**src/rtl/gain_step_control.sv**
```systemverilog
// Button-driven gain stepper: turns debounced up/down levels into signed dB gain
// requests on a fixed grid, with auto-repeat on hold and busy-aware set strobes.
module gain_step_control #(
    parameter int W                 = 8,
    parameter int GAIN_MIN          = -16,
    parameter int GAIN_MAX          = 44,
    parameter int GAIN_STEP         = 4,
    parameter int GAIN_RESET        = 0,
    parameter int WRAP              = 1,
    parameter int REPEAT_DELAY_CYC  = 10000000,
    parameter int REPEAT_PERIOD_CYC = 2000000
) (
    input  logic         clk,
    input  logic         rst,
    input  logic         up_i,
    input  logic         down_i,
    input  logic         busy_i,
    output logic [W-1:0] gain_dB_o,
    output logic         set_gain_o,
    output logic         at_min_o,
    output logic         at_max_o
);

    localparam int CNT_MAX = (REPEAT_DELAY_CYC > REPEAT_PERIOD_CYC) ? REPEAT_DELAY_CYC
                                                                    : REPEAT_PERIOD_CYC;
    localparam int CW = (CNT_MAX > 1) ? $clog2(CNT_MAX) : 1;

    localparam logic [CW-1:0] DELAY_LAST  = CW'(REPEAT_DELAY_CYC - 1);
    localparam logic [CW-1:0] PERIOD_LAST = CW'(REPEAT_PERIOD_CYC - 1);

    localparam logic signed [W:0]   MIN_E   = (W+1)'(GAIN_MIN);
    localparam logic signed [W:0]   MAX_E   = (W+1)'(GAIN_MAX);
    localparam logic signed [W:0]   STEP_E  = (W+1)'(GAIN_STEP);
    localparam logic        [W-1:0] RESET_G = W'(GAIN_RESET);
    localparam logic        [W-1:0] MIN_G   = W'(GAIN_MIN);
    localparam logic        [W-1:0] MAX_G   = W'(GAIN_MAX);

    typedef enum logic [1:0] {
        IDLE,
        DELAY,
        REPEAT
    } state_e;

    state_e          state_q, state_d;
    logic [CW-1:0]   cnt_q, cnt_d;
    logic            dir_up_q, dir_up_d;
    logic            up_q, down_q;
    logic            hist_vld_q;
    logic [W-1:0]    gain_q, gain_d;
    logic            pending_q, pending_d;
    logic            set_q, set_d;

    logic            up_edge, down_edge, both, active_held;
    logic            step, step_up, changed, pulse_ok;
    logic signed [W:0] g_ext, g_inc, g_dec, g_next;

    // History is only trusted after one post-reset clock, so a button held through
    // reset never looks like a fresh press.
    assign up_edge     = hist_vld_q & up_i   & ~up_q;
    assign down_edge   = hist_vld_q & down_i & ~down_q;
    assign both        = up_i & down_i;
    assign active_held = dir_up_q ? up_i : down_i;

    // NOTE: every combinational output gets a default first, so no latch can be inferred.
    always_comb begin
        state_d  = state_q;
        cnt_d    = cnt_q;
        dir_up_d = dir_up_q;
        step     = 1'b0;
        step_up  = dir_up_q;
        if (both) begin
            state_d = IDLE;
            cnt_d   = '0;
        end else if (up_edge || down_edge) begin
            step     = 1'b1;
            step_up  = up_edge;
            dir_up_d = up_edge;
            cnt_d    = '0;
            state_d  = DELAY;
        end else begin
            case (state_q)
                DELAY: begin
                    if (!active_held) begin
                        state_d = IDLE;
                        cnt_d   = '0;
                    end else if (cnt_q == DELAY_LAST) begin
                        step    = 1'b1;
                        cnt_d   = '0;
                        state_d = REPEAT;
                    end else begin
                        cnt_d = cnt_q + CW'(1);
                    end
                end
                REPEAT: begin
                    if (!active_held) begin
                        state_d = IDLE;
                        cnt_d   = '0;
                    end else if (cnt_q == PERIOD_LAST) begin
                        step  = 1'b1;
                        cnt_d = '0;
                    end else begin
                        cnt_d = cnt_q + CW'(1);
                    end
                end
                default: ;
            endcase
        end
    end

    // One extra bit of headroom keeps the limit comparison free of overflow.
    assign g_ext = {gain_q[W-1], gain_q};
    assign g_inc = g_ext + STEP_E;
    assign g_dec = g_ext - STEP_E;

    always_comb begin
        g_next = g_ext;
        if (step_up) begin
            if (g_inc > MAX_E) g_next = (WRAP != 0) ? MIN_E : MAX_E;
            else               g_next = g_inc;
        end else begin
            if (g_dec < MIN_E) g_next = (WRAP != 0) ? MAX_E : MIN_E;
            else               g_next = g_dec;
        end
    end

    assign changed  = step && (g_next[W-1:0] != gain_q);
    // A strobe right after another is deferred through pending so pulses never abut.
    assign pulse_ok = ~busy_i & ~set_q;

    always_comb begin
        gain_d    = changed ? g_next[W-1:0] : gain_q;
        pending_d = pending_q;
        set_d     = 1'b0;
        if ((pending_q || changed) && pulse_ok) begin
            set_d     = 1'b1;
            pending_d = 1'b0;
        end else if (changed) begin
            pending_d = 1'b1;
        end
    end

    // NOTE: state registers use non-blocking assignments so every flop samples pre-edge values.
    always_ff @(posedge clk or posedge rst) begin
        if (rst) begin
            state_q    <= IDLE;
            cnt_q      <= '0;
            dir_up_q   <= 1'b1;
            up_q       <= 1'b0;
            down_q     <= 1'b0;
            hist_vld_q <= 1'b0;
            gain_q     <= RESET_G;
            pending_q  <= 1'b0;
            set_q      <= 1'b0;
        end else begin
            state_q    <= state_d;
            cnt_q      <= cnt_d;
            dir_up_q   <= dir_up_d;
            up_q       <= up_i;
            down_q     <= down_i;
            hist_vld_q <= 1'b1;
            gain_q     <= gain_d;
            pending_q  <= pending_d;
            set_q      <= set_d;
        end
    end

    assign gain_dB_o  = gain_q;
    assign set_gain_o = set_q;
    assign at_min_o   = (gain_q == MIN_G);
    assign at_max_o   = (gain_q == MAX_G);

endmodule

```
**config.mk**
```make
export PLATFORM = sky130hd
export DESIGN_NAME = gain_step_control
export DESIGN_NICKNAME = d
export VERILOG_FILES = /design/src/rtl/gain_step_control.sv
export SDC_FILE = /design/constraint.sdc
export NUM_CORES = 1
export LEC_CHECK = 0
export CORE_MARGIN = 4
export CORE_UTILIZATION = 62
export CTS_BUF_LIST = sky130_fd_sc_hd__clkbuf_4
export CTS_CLUSTER_DIAMETER = 100
export DETAILED_ROUTE_END_ITERATION = 10
export GPL_TIMING_DRIVEN = 0
export PLACE_DENSITY = 0.82
export SYNTH_ARGS = -nofsm -noshare
export SYNTH_HDL_FRONTEND = slang
export SYNTH_SLANG_ARGS = --single-unit
```
**constraint.sdc**
```tcl
create_clock -name clk -period 3.6 [get_ports clk]
set_clock_uncertainty 0.2 [all_clocks]
set_input_delay 0.36 -clock clk [delete_from_list [all_inputs] [get_ports clk]]
set_output_delay 0.36 -clock clk [all_outputs]
set_load 0.05 [all_outputs]
```
==> impl_summary.txt, run 1 <==
----------------------------------------------------
[Global routing]
  Maximum number of pins on one net before global-route repair ... just over 40
  Number of global-route vias before repair ... 2420
  Wire length of the first global-routing pass ... 11.5 mm
  Initial antenna violation count ... 0
  Sum of overflow across all layers after global routing ... 0
  Overall track demand over capacity in global routing ... 0.264

[CTS]
  Clock sink count ... 40
  Cell at the root of the clock tree ... sky130_fd_sc_hd__clkbuf_4
  H-Tree Depth ... 2
  Clock tree buffer depth ... 2
  Number of clock buffers inserted by TritonCTS ... 5
  Clock-pin transition on the worst setup and hold timing paths ... roughly 130 ps
  Quantity of hold-fixing buffers added after cts ... 0
  Worst-skew pair later-pin latency ... between 300 and 400 ps
  CTS tree ... built

[Worst setup path]
  Required time reported for the critical path endpoint ... ~3700 ps
  Worst-path maximum fanout ... 10
  Critical setup path kind ... reg2reg
  Data arrival time at the worst-slack endpoint ... between 3000 and 4000 ps
  Critical Path Start Type ... flip-flop
  Ordered cell list for the critical path ... clkbuf_2 > inv_1 > ha_2 > nand2b_1 > o311ai_4 > nand4_1 > a41o_1 > a2111oi_4 > o31ai_2 > a21boi_1
  Critical Path Max Stage Delay ... 500 ps
  CP max-delay cell ... sky130_fd_sc_hd__dfrtp_1
  Critical path endpoint category ... flip-flop

[Floorplanning]
  Row cnt ... 24
  Die Outline Area ... approximately 5600 sq um
  Top-level port count ... 16
  Die extent in y ... ~75 um
  Floorplan die width ... between 70 and 80 um
  Initial Util ... 0.642
  Core outline area ... 4350 sq um

[Drt]
  Initial DRC count ... 290
  Overall routed net length ... approximately 7 mm
  Detailed-router iteration count before antenna repair ... 5
  Average routed wire per standard cell ... 17.4 um
  DRC errors left ... 0
  Count of nets left with antenna violations after detail routing ... 0
  Via total after detailed routing ... about 2600
  Via density per instance ... around 6.5

[Placed design]
  Port Buffers ... 15
  Placer Congestion ... 1.04
  Placed Instance Area ... around 3000 sq um
  Hpwl dp ... 4.89 mm
  Worst slack at placement ... approximately 99 ps

[Layout]
  Final instance area ... ~3100 sq um
  Antenna cells ... 0
  Proportion of layout cells with a drive suffix above 1 ... 0.101
  Top library cells by usage in the layout, fill and taps aside ... 39 x sky130_fd_sc_hd__dfrtp_1, 36 x sky130_fd_sc_hd__nor2_1, 27 x sky130_fd_sc_hd__nand2_1
  Most common cell after layout, fill and taps aside ... sky130_fd_sc_hd__dfrtp_1
  Layout overhead on the synthesized area ... 11.9%
  Fin util ... 0.718
  Area used by multi-input combinational logic ... between 1500 and 2000 sq um
  Final-stage net count ... 359
  Register cell area after layout ... between 1000 and 1500 sq um
  Fillers ... approximately 350

[Flow run]
  Max-capacitance violation count ... 0

[Power]
  Power density over cell area ... approximately 680 nW/um^2
  Leakage dissipation ... approximately 1.3 nW
  Worst voltage drop across the vdd grid ... ~0.0006 V

[Yosys]
  FFs w/ async S/R, synth ... 1.00
  Proportion of synthesized chip area in sequential cells ... 0.359
  Cell type contributing the most total cell area after synthesis ... sky130_fd_sc_hd__dfrtp_1
  Synthesized net count ... 335
  Post-synth EDFFs ... 0
  Count of state elements after synthesis ... 40
  Number of instances in the synthesized netlist ... 323
  Distinct cell type count of the synthesized netlist ... slightly below 70
  Synth area leaders ... sky130_fd_sc_hd__dfrtp_1 35%, sky130_fd_sc_hd__xor2_1 5.6%, sky130_fd_sc_hd__nor2_1 4.8%
  Area share of the largest cell type after synthesis ... 0.349
  Count of yosys warnings during synthesis ... 0
  Predominant post-synthesis flop cell ... sky130_fd_sc_hd__dfrtp_1
  Post-Synthesis Mean Instance Area ... 8.65 sq um
  Post-Syn Area ... 2800 sq um

[Timing]
  Period minus WS final ... about 3400 ps
  Final hold violation count ... 0
  Period utilisation layout ... 0.945
  Hold WS ... roughly 280 ps
  Slew of the pin with the lowest slew margin ... 861 ps
  Final max-slew violation count ... 0
  Peak clock frequency supported by timing ... 0.294 GHz
  Setup TNS Final ... 0 ps
  Final Worst Setup Slack ... between 150 and 200 ps
  Setup-failing EPs final ... 0
  Worst slew margin relative to its limit ... 0.425

[Outcome]
  Outcome ... completed

[Min path]
  Type of the worst min-delay path ... in2async

----------------------------------------------------
## per-layer routing
metal,vias to the layer above,global-route usage,wire length (um)
met1,1246,0.394,3170
li1,1229,-,-
met3,13,0.0507,510
met2,119,0.394,3190
met4,0,0.0699,92
met5,-,0,0
## kinds of logic after synthesis
logic type,synth area share
flip-flops,0.359
XOR/XNOR,0.0689
AND/OR/NAND/NOR,0.279
adder cells (fa/ha/maj),0.0313
multiplexers,0.0107
buffers and inverters,0.0416
AO/OA/AOI/OAI,0.208
other,0.00134
## registers in the layout, summed over array words and instances (netlist names)
register,count
set_gain_o,1
cnt_q,24
down_q,1
pending_q,1
up_q,1
gain_dB_o,8
dir_up_q,1
hist_vld_q,1
state_q,2
## area by class of cell
class,count,area share
clock inverters,3,0.0148
inverters,14,0.0168
plain buffers,15,0.0208
well taps,52,0.0208
repair buffers,17,0.0528
flip-flops and latches,40,0.320
multi-input cells,254,0.542
clock buffers,5,0.0120
## path summary, 6_finish.rpt
path | from | endpoint | slack, ps | depth (start not counted)
max | gain_dB_o[3] | gain_dB_o[2] | 200 | 10
min | rst | cnt_q[11] | 280 | 2
max reg2reg | gain_dB_o[3] | gain_dB_o[2] | 200 | 10
min reg2reg | cnt_q[3] | cnt_q[3] | 320 | 1
max in group asynchronous | rst | gain_dB_o[6] | 2370 | 2
min in group clk | cnt_q[3] | cnt_q[3] | 320 | 1
## timing repair
| item | CTS | global route |
|---|---|---|
| setup buffers | 0 | 2 |
| gates resized for setup | 0 | 5 |
| setup endpoints to repair | 0 | 6 |
## report_power, final
group / total [mW] / internal, mW / switching (mW)
combinational: 1.27 / 0.453 / 0.815
sequential: 0.560 / 0.497 / 0.0626
clock: 0.313 / 0.148 / 0.165
## stage by stage
step | power (mW) | std cells
floorplan | 1.46 | 323
global route | 2.27 | 400
finish | 2.14 | 400
global placement | 1.73 | 390
detailed placement | 1.74 | 390
CTS | 2.06 | 398
## synthesized netlist by cell type (2+ instances only)
cell type	count
sky130_fd_sc_hd__o31ai_1	4
sky130_fd_sc_hd__nand4_1	9
sky130_fd_sc_hd__o2bb2ai_1	2
sky130_fd_sc_hd__o21bai_1	2
sky130_fd_sc_hd__o21a_1	3
sky130_fd_sc_hd__inv_1	11
sky130_fd_sc_hd__nor3_1	7
sky130_fd_sc_hd__mux2i_1	3
sky130_fd_sc_hd__and4_1	3
sky130_fd_sc_hd__xor2_1	18
sky130_fd_sc_hd__and3_1	6
sky130_fd_sc_hd__nand3b_1	2
sky130_fd_sc_hd__nand3_1	17
sky130_fd_sc_hd__and2_1	2
sky130_fd_sc_hd__nor2_1	36
sky130_fd_sc_hd__a41o_1	2
sky130_fd_sc_hd__nor3b_1	3
sky130_fd_sc_hd__a31oi_1	4
sky130_fd_sc_hd__buf_2	6
sky130_fd_sc_hd__nand2_1	27
sky130_fd_sc_hd__o21ai_0	10
sky130_fd_sc_hd__ha_1	7
sky130_fd_sc_hd__dfrtp_1	39
sky130_fd_sc_hd__a21oi_1	16
sky130_fd_sc_hd__a21boi_1	3
sky130_fd_sc_hd__or3_1	3
sky130_fd_sc_hd__nand2b_1	4
sky130_fd_sc_hd__nor2b_1	7
sky130_fd_sc_hd__o21ai_1	5
sky130_fd_sc_hd__a21o_1	2
sky130_fd_sc_hd__inv_2	3
sky130_fd_sc_hd__clkbuf_1	9
sky130_fd_sc_hd__nor4_1	7
sky130_fd_sc_hd__o211ai_1	4
sky130_fd_sc_hd__xnor2_1	4
## critical path: cells and delay by family, from the launching register on
family | cells | cell delay [ps]
DFF | 1 | 500
AOI/OAI and AO/OA | 5 | 1560
and+or+nand+nor | 2 | 370
adders and majority gates | 1 | 280
buffers and inverters | 2 | 400
(Power assumes the default switching activity.)
==> run 2, diff against run 1 <==
Settings changed: CORE_ASPECT_RATIO set to 2, CTS_CLUSTER_SIZE set to 14.
==> impl_summary.txt, run 2 (synthesized netlist as in run 1, its figures left out) <==
----------------------------------------------------
[Layout]
  Fin util ... 0.727
  Non-filler instance count after layout ... around 410
  Top library cells by usage in the layout, fill and taps aside ... 39 x sky130_fd_sc_hd__dfrtp_1, 36 x sky130_fd_sc_hd__nor2_1, 27 x sky130_fd_sc_hd__nand2_1
  Final instance area ... roughly 3200 sq um
  Antenna cells ... 0
  Layout overhead on the synthesized area ... 12.8%
  Final-stage net count ... approximately 360
  Most common cell after layout, fill and taps aside ... sky130_fd_sc_hd__dfrtp_1
  Flip-flop count of the largest register, all copies and words added ... 24
  Most flops, register ... cnt_q
  Proportion of layout cells with a drive suffix above 1 ... 0.114

[Worst setup path]
  Launching point of the worst reg2reg path ... gain_dB_o[3]
  Data arrival time at the worst-slack endpoint ... between 3000 and 4000 ps
  Flop2flop setup slack ... between 200 and 250 ps
  Endpoint of the most critical register-to-register path ... gain_dB_o[5]
  Cell depth of the worst flop-to-flop path ... 10
  Worst-path maximum fanout ... 10
  Critical Path Start ... gain_dB_o[3]
  Required time reported for the critical path endpoint ... about 3600 ps
  Critical Path Start Type ... flip-flop
  Critical path endpoint category ... flip-flop
  Critical setup path kind ... reg2reg

[Floorplanning]
  Row cnt ... 34
  Initial Util ... 0.644
  Floorplan die width ... 55.5 um
  Core outline area ... roughly 4300 sq um
  Die Outline Area ... approximately 5700 sq um
  Top-level port count ... 16
  Die extent in y ... between 100 and 150 um

[Drt]
  DRC errors left ... 0
  Overall routed net length ... roughly 7.5 mm
  Initial DRC count ... around 120
  Detailed-router iteration count before antenna repair ... 4
  Count of nets left with antenna violations after detail routing ... 0
  Via total after detailed routing ... approximately 2600
  Via density per instance ... about 6.4
  Average routed wire per standard cell ... ~18 um

[Placed design]
  Hpwl dp ... roughly 5.7 mm
  Placed Instance Area ... roughly 3000 sq um
  Worst slack at placement ... -91.4 ps
  Placer Congestion ... roughly 0.97
  Port Buffers ... 15
  Number of placed instances, taps included ... roughly 400

[Timing]
  Worst slew margin relative to its limit ... 0.454
  Final Worst Setup Slack ... approximately 220 ps
  Setup-failing EPs final ... 0
  Peak clock frequency supported by timing ... roughly 0.30 GHz
  Final max-slew violation count ... 0
  Slew of the pin with the lowest slew margin ... between 800 and 900 ps
  Period utilisation layout ... 0.938
  Final hold violation count ... 0
  Period minus WS final ... approximately 3400 ps
  Unrepaired setup endpoints after global routing ... no

[CTS]
  Clock sink count ... 40
  Number of clock buffers inserted by TritonCTS ... 5
  Worst-skew pair later-pin latency ... around 350 ps
  Cell at the root of the clock tree ... sky130_fd_sc_hd__clkbuf_4
  Quantity of hold-fixing buffers added after cts ... 0
  Clock tree buffer depth ... 2
  Clock-pin transition on the worst setup and hold timing paths ... between 100 and 150 ps
  H-Tree Depth ... 2
  CTS tree ... built

[Power]
  Power density over cell area ... 696 nW/um^2
  Switching part of the total ... 0.480
  Sum of internal, switching and leakage power ... 2.19 mW
  Internal power consumption ... about 1.1 mW
  Switching power of the nets ... between 1 and 1.5 mW
  Clock share of power ... 0.136
  Sequential cell fraction of total power ... 0.254
  Worst voltage drop across the vdd grid ... about 0.00072 V
  Logic gate share of total power ... 0.610
  Leakage dissipation ... around 1.3 nW

[Min path]
  Type of the worst min-delay path ... in2async

[Global routing]
  Wire length of the first global-routing pass ... ~13 mm
  Sum of overflow across all layers after global routing ... 0
  Maximum number of pins on one net before global-route repair ... 41
  Number of global-route vias before repair ... between 2000 and 3000
  Overall track demand over capacity in global routing ... 0.278
  Initial antenna violation count ... 0

[Outcome]
  Outcome ... completed

[Flow run]
  Max-capacitance violation count ... 0

----------------------------------------------------
==> run 2: changes by cell type in the layout (fill, tap and decap cells not counted) <==
cell,previous run,this run
sky130_fd_sc_hd__nor4_1,6,5
sky130_fd_sc_hd__a32oi_1,1,0
sky130_fd_sc_hd__inv_6,1,0
sky130_fd_sc_hd__nor4_2,1,2
sky130_fd_sc_hd__clkinv_2,0,1
sky130_fd_sc_hd__nor4b_2,0,1
sky130_fd_sc_hd__a32oi_2,0,1
sky130_fd_sc_hd__buf_4,2,5
sky130_fd_sc_hd__clkinvlp_4,1,0
sky130_fd_sc_hd__clkbuf_4,5,6
sky130_fd_sc_hd__nor4b_4,1,0
==> run 2: layout make-up <==
cell class                 count  area [sq um]
inverter                      14          52.6
tap                           54          67.6
buffer                        15          65.1
timing repair buffer          20           188
fill                         359          1180
multi-input combinational    254          1700
clock buffer                   6          45.0
sequential                    40          1000
clock inverter                 2          35.0
==> run 2: worst max-delay path by stage <==
| stage | end | slack (ps) | cells past startpoint |
|---|---|---|---|
| 6_report | gain_dB_o[5] | 220 | 10 |
| 5_1_grt | gain_dB_o[2] | 30 | 10 |
| 4_1_cts | gain_dB_o[5] | 120 | 10 |
| 3_5_place_dp | gain_dB_o[5] | -90 | 9 |
| 3_3_place_gp | gain_dB_o[5] | -90 | 9 |
| 2_1_floorplan | at_max_o | 230 | 4 |
==> run 2: power by group through the flow <==
stage / registers, mW / clock network (mW) / logic (mW)
after floorplan: 0.668 / 0 / 0.792
after global placement: 0.562 / 0 / 1.21
after detailed placement: 0.565 / 0 / 1.21
after CTS: 0.557 / 0.304 / 1.23
after global routing: 0.566 / 0.326 / 1.43
final: 0.557 / 0.299 / 1.34
==> run 2: what timing repair did <==
action,CTS,global route
resized for setup,1,5
pin swaps,0,2
setup endpoints to repair,2,6
cloned,0,0
buffers inserted,0,5
==> run 2: worst max-delay path: stages (launching register included) <==
cell,delay (ps)
sky130_fd_sc_hd__dfrtp_1,500
sky130_fd_sc_hd__clkbuf_2,270
sky130_fd_sc_hd__inv_1,120
sky130_fd_sc_hd__ha_1,420
sky130_fd_sc_hd__nor2b_1,200
sky130_fd_sc_hd__a21oi_1,120
sky130_fd_sc_hd__o211ai_1,480
sky130_fd_sc_hd__o21a_1,260
sky130_fd_sc_hd__a2111oi_4,70
sky130_fd_sc_hd__nor4_2,480
sky130_fd_sc_hd__o21ai_1,140
==> run 2: stage by stage <==
step	hold WS, ps	setup TNS, ps
finish	276	0
CTS	308	0
floorplan	191	0
global placement	288	-170
detailed placement	300	-132
global route	341	0
==> run 2: layer usage <==
| layer | share of wire | global-route usage | up-vias |
|---|---|---|---|
| li1 | - | - | 1238 |
| met1 | 0.35 | 0.268 | 1252 |
| met2 | 0.58 | 0.562 | 60 |
| met3 | 0.021 | 0.0276 | 29 |
| met4 | 0.048 | 0.152 | 0 |
| met5 | 0 | 0 | - |
